File: src/rtl/mem_client_port.sv
// mem_client_port: requester-side port for one device slot of the three-device
// memory arbiter. Accepts single-word reads/writes and multi-word read bursts
// from the core, drives the arbiter request lines, waits for do_ack and returns
// one response word per ack.
//
// Ports:
//   clk, reset          : clock, synchronous active-high reset
//   req, req_we, req_addr, req_wdata, req_len : core request (accepted when req_ready)
//   req_ready, busy     : decoded from the state register
//   rsp_valid, rsp_data, rsp_last, rsp_err    : registered response, one pulse per word
//   mem_en, mem_burst_en, mem_addr, mem_di, mem_we : registered lines to the arbiter
//   do_ack, mem_do      : this device's ack bit and shared RAM read data
//
// Optional feature: define MEM_CLIENT_TIMEOUT_EN to abort a request that sees no
// ack for TIMEOUT_CYCLES cycles (response flagged with rsp_err). Without it,
// rsp_err is tied to 0 and REQ waits indefinitely.

module mem_client_port #(
  parameter int unsigned ADDR_W         = 10,
  parameter int unsigned DATA_W         = 32,
  parameter int unsigned LEN_W          = 4,
  parameter int unsigned TIMEOUT_CYCLES = 64
) (
  input  logic              clk,
  input  logic              reset,
  input  logic              req,
  input  logic              req_we,
  input  logic [ADDR_W-1:0] req_addr,
  input  logic [DATA_W-1:0] req_wdata,
  input  logic [LEN_W-1:0]  req_len,
  output logic              req_ready,
  output logic              rsp_valid,
  output logic [DATA_W-1:0] rsp_data,
  output logic              rsp_last,
  output logic              rsp_err,
  output logic              busy,
  output logic              mem_en,
  output logic              mem_burst_en,
  output logic [ADDR_W-1:0] mem_addr,
  output logic [DATA_W-1:0] mem_di,
  output logic              mem_we,
  input  logic              do_ack,
  input  logic [DATA_W-1:0] mem_do
);

  typedef enum logic [1:0] {
    IDLE = 2'd0,
    REQ  = 2'd1,
    GAP  = 2'd2
  } state_e;

  state_e             state_q;
  logic               mem_en_q;
  logic               mem_burst_en_q;
  logic [ADDR_W-1:0]  mem_addr_q;
  logic [DATA_W-1:0]  mem_di_q;
  logic               mem_we_q;
  logic               rsp_valid_q;
  logic [DATA_W-1:0]  rsp_data_q;
  logic               rsp_last_q;
  logic [LEN_W-1:0]   rem_q;

  // Effective read length: a zero length field still means one word.
  logic [LEN_W-1:0]   len_eff_d;
  assign len_eff_d = (req_len == '0) ? LEN_W'(1) : req_len;

`ifdef MEM_CLIENT_TIMEOUT_EN
  localparam int unsigned CNT_W = $clog2(TIMEOUT_CYCLES + 1);
  logic [CNT_W-1:0] tmo_q;
  logic             rsp_err_q;
  assign rsp_err = rsp_err_q;
`else
  logic unused_timeout_cfg;
  assign unused_timeout_cfg = (TIMEOUT_CYCLES != 0);
  assign rsp_err = 1'b0;
`endif

  // Control FSM with all arbiter-side and response outputs registered.
  always_ff @(posedge clk) begin
    if (reset) begin
      state_q        <= IDLE;
      mem_en_q       <= 1'b0;
      mem_burst_en_q <= 1'b0;
      mem_addr_q     <= '0;
      mem_di_q       <= '0;
      mem_we_q       <= 1'b0;
      rsp_valid_q    <= 1'b0;
      rsp_data_q     <= '0;
      rsp_last_q     <= 1'b0;
      rem_q          <= '0;
`ifdef MEM_CLIENT_TIMEOUT_EN
      tmo_q          <= '0;
      rsp_err_q      <= 1'b0;
`endif
    end else begin
      // Response signals are single-cycle pulses.
      rsp_valid_q <= 1'b0;
      rsp_data_q  <= '0;
      rsp_last_q  <= 1'b0;
`ifdef MEM_CLIENT_TIMEOUT_EN
      rsp_err_q   <= 1'b0;
`endif
      case (state_q)
        IDLE: begin
          if (req) begin
            state_q        <= REQ;
            mem_en_q       <= 1'b1;
            mem_addr_q     <= req_addr;
            mem_we_q       <= req_we;
            mem_di_q       <= req_we ? req_wdata : '0;
            mem_burst_en_q <= !req_we && (len_eff_d > LEN_W'(1));
            rem_q          <= req_we ? LEN_W'(1) : len_eff_d;
`ifdef MEM_CLIENT_TIMEOUT_EN
            tmo_q          <= '0;
`endif
          end
        end

        REQ: begin
          if (do_ack) begin
            rsp_valid_q <= 1'b1;
            rsp_data_q  <= mem_we_q ? '0 : mem_do;
            rem_q       <= rem_q - LEN_W'(1);
`ifdef MEM_CLIENT_TIMEOUT_EN
            tmo_q       <= '0;
`endif
            if (rem_q == LEN_W'(1)) begin
              rsp_last_q     <= 1'b1;
              mem_en_q       <= 1'b0;
              mem_burst_en_q <= 1'b0;
              mem_we_q       <= 1'b0;
              mem_addr_q     <= '0;
              mem_di_q       <= '0;
              state_q        <= GAP;
            end else begin
              // Address wraps naturally at 2^ADDR_W.
              mem_addr_q <= mem_addr_q + ADDR_W'(1);
            end
          end
`ifdef MEM_CLIENT_TIMEOUT_EN
          else if (tmo_q == CNT_W'(TIMEOUT_CYCLES - 1)) begin
            // Last allowed REQ cycle passed without ack: abort with error.
            rsp_valid_q    <= 1'b1;
            rsp_last_q     <= 1'b1;
            rsp_err_q      <= 1'b1;
            mem_en_q       <= 1'b0;
            mem_burst_en_q <= 1'b0;
            mem_we_q       <= 1'b0;
            mem_addr_q     <= '0;
            mem_di_q       <= '0;
            rem_q          <= '0;
            tmo_q          <= '0;
            state_q        <= GAP;
          end else begin
            tmo_q <= tmo_q + CNT_W'(1);
          end
`endif
        end

        // One released cycle so the arbiter sees mem_en drop.
        GAP: state_q <= IDLE;

        default: state_q <= IDLE;
      endcase
    end
  end

  assign req_ready    = (state_q == IDLE);
  assign busy         = (state_q != IDLE);
  assign rsp_valid    = rsp_valid_q;
  assign rsp_data     = rsp_data_q;
  assign rsp_last     = rsp_last_q;
  assign mem_en       = mem_en_q;
  assign mem_burst_en = mem_burst_en_q;
  assign mem_addr     = mem_addr_q;
  assign mem_di       = mem_di_q;
  assign mem_we       = mem_we_q;

endmodule

File: config.mk
export PLATFORM = sky130hd
export DESIGN_NAME = mem_client_port
export DESIGN_NICKNAME = d
export VERILOG_FILES = /design/src/rtl/mem_client_port.sv
export SDC_FILE = /design/constraint.sdc
export NUM_CORES = 1
export LEC_CHECK = 0
export ABC_AREA = 1
export CELL_PAD_IN_SITES_DETAIL_PLACEMENT = 1
export CELL_PAD_IN_SITES_GLOBAL_PLACEMENT = 2
export CORE_MARGIN = 1.5
export CORE_UTILIZATION = 21
export DETAILED_ROUTE_END_ITERATION = 8
export PLACE_DENSITY = 0.76
export SYNTH_ARGS = -nofsm -noshare
export SYNTH_HDL_FRONTEND = slang
export SYNTH_SLANG_ARGS = --single-unit
File: constraint.sdc
create_clock -name clk -period 1.8 [get_ports clk]
set_input_delay 0.36 -clock clk [delete_from_list [all_inputs] [get_ports clk]]
set_output_delay 0.36 -clock clk [all_outputs]
set_load 0.05 [all_outputs]
==> metrics <==
CP max FO 35; Skew-Pair Late Insertion Delay 0.34 ns; Die Ht 128.2 um; clock sink count 85; CP Launch Point state_q[1]; first-pass GRT wire length 16880 um; FF-to-FF Start state_q[1]; synth top area cells dfxtp_1 52%, nand2_1 11%, nor2_1 7.1%; Max IR drop VDD 0.0005163 V; worst endpoint required time 2.01 ns; CP peak stage delay 0.42 ns; nets@finish 678; most common cell in the synthesized netlist nand2_1; initial antenna violation count 0; layout cells sized above 1 21.78%; area fraction of the dominant cell type after synthesis 51.71%; worst-path cell chain inv_2, nand2_2, o21ai_2, nor2_2, nand2_8, nand2_1, a21oi_2; CP Class flop to flop; dpl cell area 4985 sq um; CTS tree built; number of global-route vias before repair 3463; max-cap viol count 0; part of the cycle the worst path needs 90.36%; number of diodes 0; number of H-tree levels 3; Std-Cell Rows 45; status completed; max-slew violation count 0; Hold Violations, Final 0; drt total wl 10550 um; syn avg cell area 7.688 sq um; final setup fails 0; RR Endpoint mem_we; vias per inst 4.054; Synth Register Bits 85; top cells by count, synth 94 x nand2_1, 85 x dfxtp_1, 62 x nor2_1, 58 x inv_1, 36 x a21oi_1; arrival time worst endpoint 1.84 ns; die area 16430 sq um; WP buf/inv 1; Final Skew 0.004140 ns; # DRC 0; Post-synth EDFFs 0; grt total ovfl 0; ys flop type dfxtp_1; Core Area 15260 sq um; cell area after synthesis 3291 sq um; path depth of the worst reg2reg path 7; iteration-0 DRC count of the detailed router 87; sequential-to-total area share from yosys stat 51.71%; Setup crit end kind flop; minimum clock period 1.627 ns; fmax 614.8 MHz; routed vias 3276; RSZ-0062 raised after global routing false; CTS clk-pin slew, worst paths 0.06 ns; fin area 5303 sq um; Hold Crit Class flop to flop; Tot GR Track Use 13.08%; postcts setup bufs 0; CTS Root Cell clkbuf_16; Min Hold Slack 0.4657 ns; cell family with most CP delay simple AND/OR/NAND/NOR gates; largest net degree at the start of global routing 37; power per cell area 988.8 nW/um^2; Detailed Place HPWL 7914 um; IO Pins 165; Final ANT Viol Nets 0; CTS buffer count 9; starting density of the core 21.57%; library cells used by synthesis 28; Post-Syn Nets 514; crit path to mem_we; ys async rst share 0%; slowest CP cell dfxtp_1; Worst path depth 7; Leak 2.379 nW; drt wl/cell 13.06 um; crit path launch type flop; Layout area overhead 61.14%; PortBufs 163; Clock Path Buffers 2; R2R setup slack 0.17 ns; biggest area consumer among synthesized cells dfxtp_1; router iterations before antenna repair 4; Post-Synthesis Cells 428; warnings from Yosys 0; GPL Wtd Cong 0.7254; Die Wd 128.2 um
-- cell usage in the layout, fill, tap and decap left out, types with 3 or more instances in the layout --
| cell type | n |
|---|---|
| buf_12 | 5 |
| nand4_1 | 3 |
| a21oi_1 | 36 |
| nor2_1 | 62 |
| clkbuf_16 | 9 |
| buf_4 | 86 |
| a21oi_2 | 10 |
| ha_1 | 3 |
| dfxtp_1 | 85 |
| inv_1 | 58 |
| nand2_1 | 94 |
| nor2_4 | 3 |
| clkdlybuf4s50_1 | 82 |
| inv_2 | 4 |
| nand3_1 | 15 |
| o21ai_0 | 22 |
-- routing by layer --
layer | share of wire (%) | track usage, % | vias to the layer above | wire, um
met5 | 0 | 0 | - | 0
met4 | 2.3 | 6.015 | 0 | 243
met3 | 6.9 | 4.382 | 19 | 723
met2 | 48 | 21.54 | 91 | 5088
met1 | 43 | 15.38 | 1525 | 4497
li1 | - | - | 1641 | -
-- stage by stage --
step / TNS (ns) / cells / power [mW] / setup slack [ns] / utilization, %
after floorplan: 0 / 428 / 2.871 / 0.1931 / -
after global placement: -1.250 / 792 / 3.352 / -0.04634 / 32.67
after detailed placement: -2.356 / 792 / 3.368 / -0.08316 / 32.67
after CTS: 0 / 808 / 5.325 / 0.1192 / 34.69
after global routing: 0 / 808 / 5.520 / 0.01518 / 34.75
final: 0 / 808 / 5.243 / 0.1735 / 34.75
-- what timing repair did --
item,CTS,global route
hold buffers,0,0
setup endpoints to repair,0,2
endpoints found under the hold margin,0,0
gates resized for setup,0,1
-- cell type report --
| class | count | area (sq um) |
|---|---|---|
| Timing Repair Buffer | 173 | 1567 |
| Inverter | 62 | 232.7 |
| Clock buffer | 10 | 239.0 |
| Multi-Input combinational cell | 261 | 1229 |
| Sequential cell | 85 | 1702 |
| Tap cell | 211 | 264.0 |
| Clock inverter | 6 | 70.07 |
| Fill cell | 1841 | 9956 |
-- where the power goes --
part	internal (mW)	switching [mW]	total [mW]
sequential	1.99	0.0894	2.08
clock	1.13	0.798	1.92
combinational	0.478	0.762	1.24
total	3.59	1.65	5.24
-- worst min path at each step --
stage | cells past startpoint | to | slack [ns] | from
2_1_floorplan | 2 | rem_q[1] | 0.44 | rem_q[1]
4_1_cts | 2 | mem_di[31] | 0.47 | mem_di[31]
3_5_place_dp | 2 | mem_di[31] | 0.46 | mem_di[31]
3_3_place_gp | 2 | mem_di[31] | 0.45 | mem_di[31]
5_1_grt | 2 | mem_di[31] | 0.49 | mem_di[31]
6_report | 2 | mem_di[31] | 0.47 | mem_di[31]
-- worst min-delay path, delay by kind of cell (launching register included) --
| kind | cells | cell delay [ns] |
|---|---|---|
| and+or+nand+nor | 1 | 0.06 |
| DFF | 1 | 0.31 |
| AOI/OAI and AO/OA | 1 | 0.05 |
-- sequential cells by signal (all words and copies together), names as in the netlist --
signal	count
rsp_last	1
state_q	2
mem_addr	10
mem_burst_en	1
rsp_data	32
rem_q	4
mem_we	1
rsp_valid	1
mem_en	1
mem_di	32
-- cells by family after synthesis --
group           Yosys count  synth area share [%]
simple gates            183                 22.74
flops                    85                 51.71
xor+xnor                  2                0.5324
compound gates           72                 12.40
buf+inv                  82                 11.37
fa+ha+maj                 3                 1.141
other cells               1                0.1140
Power figures use the tool's default switching activity.
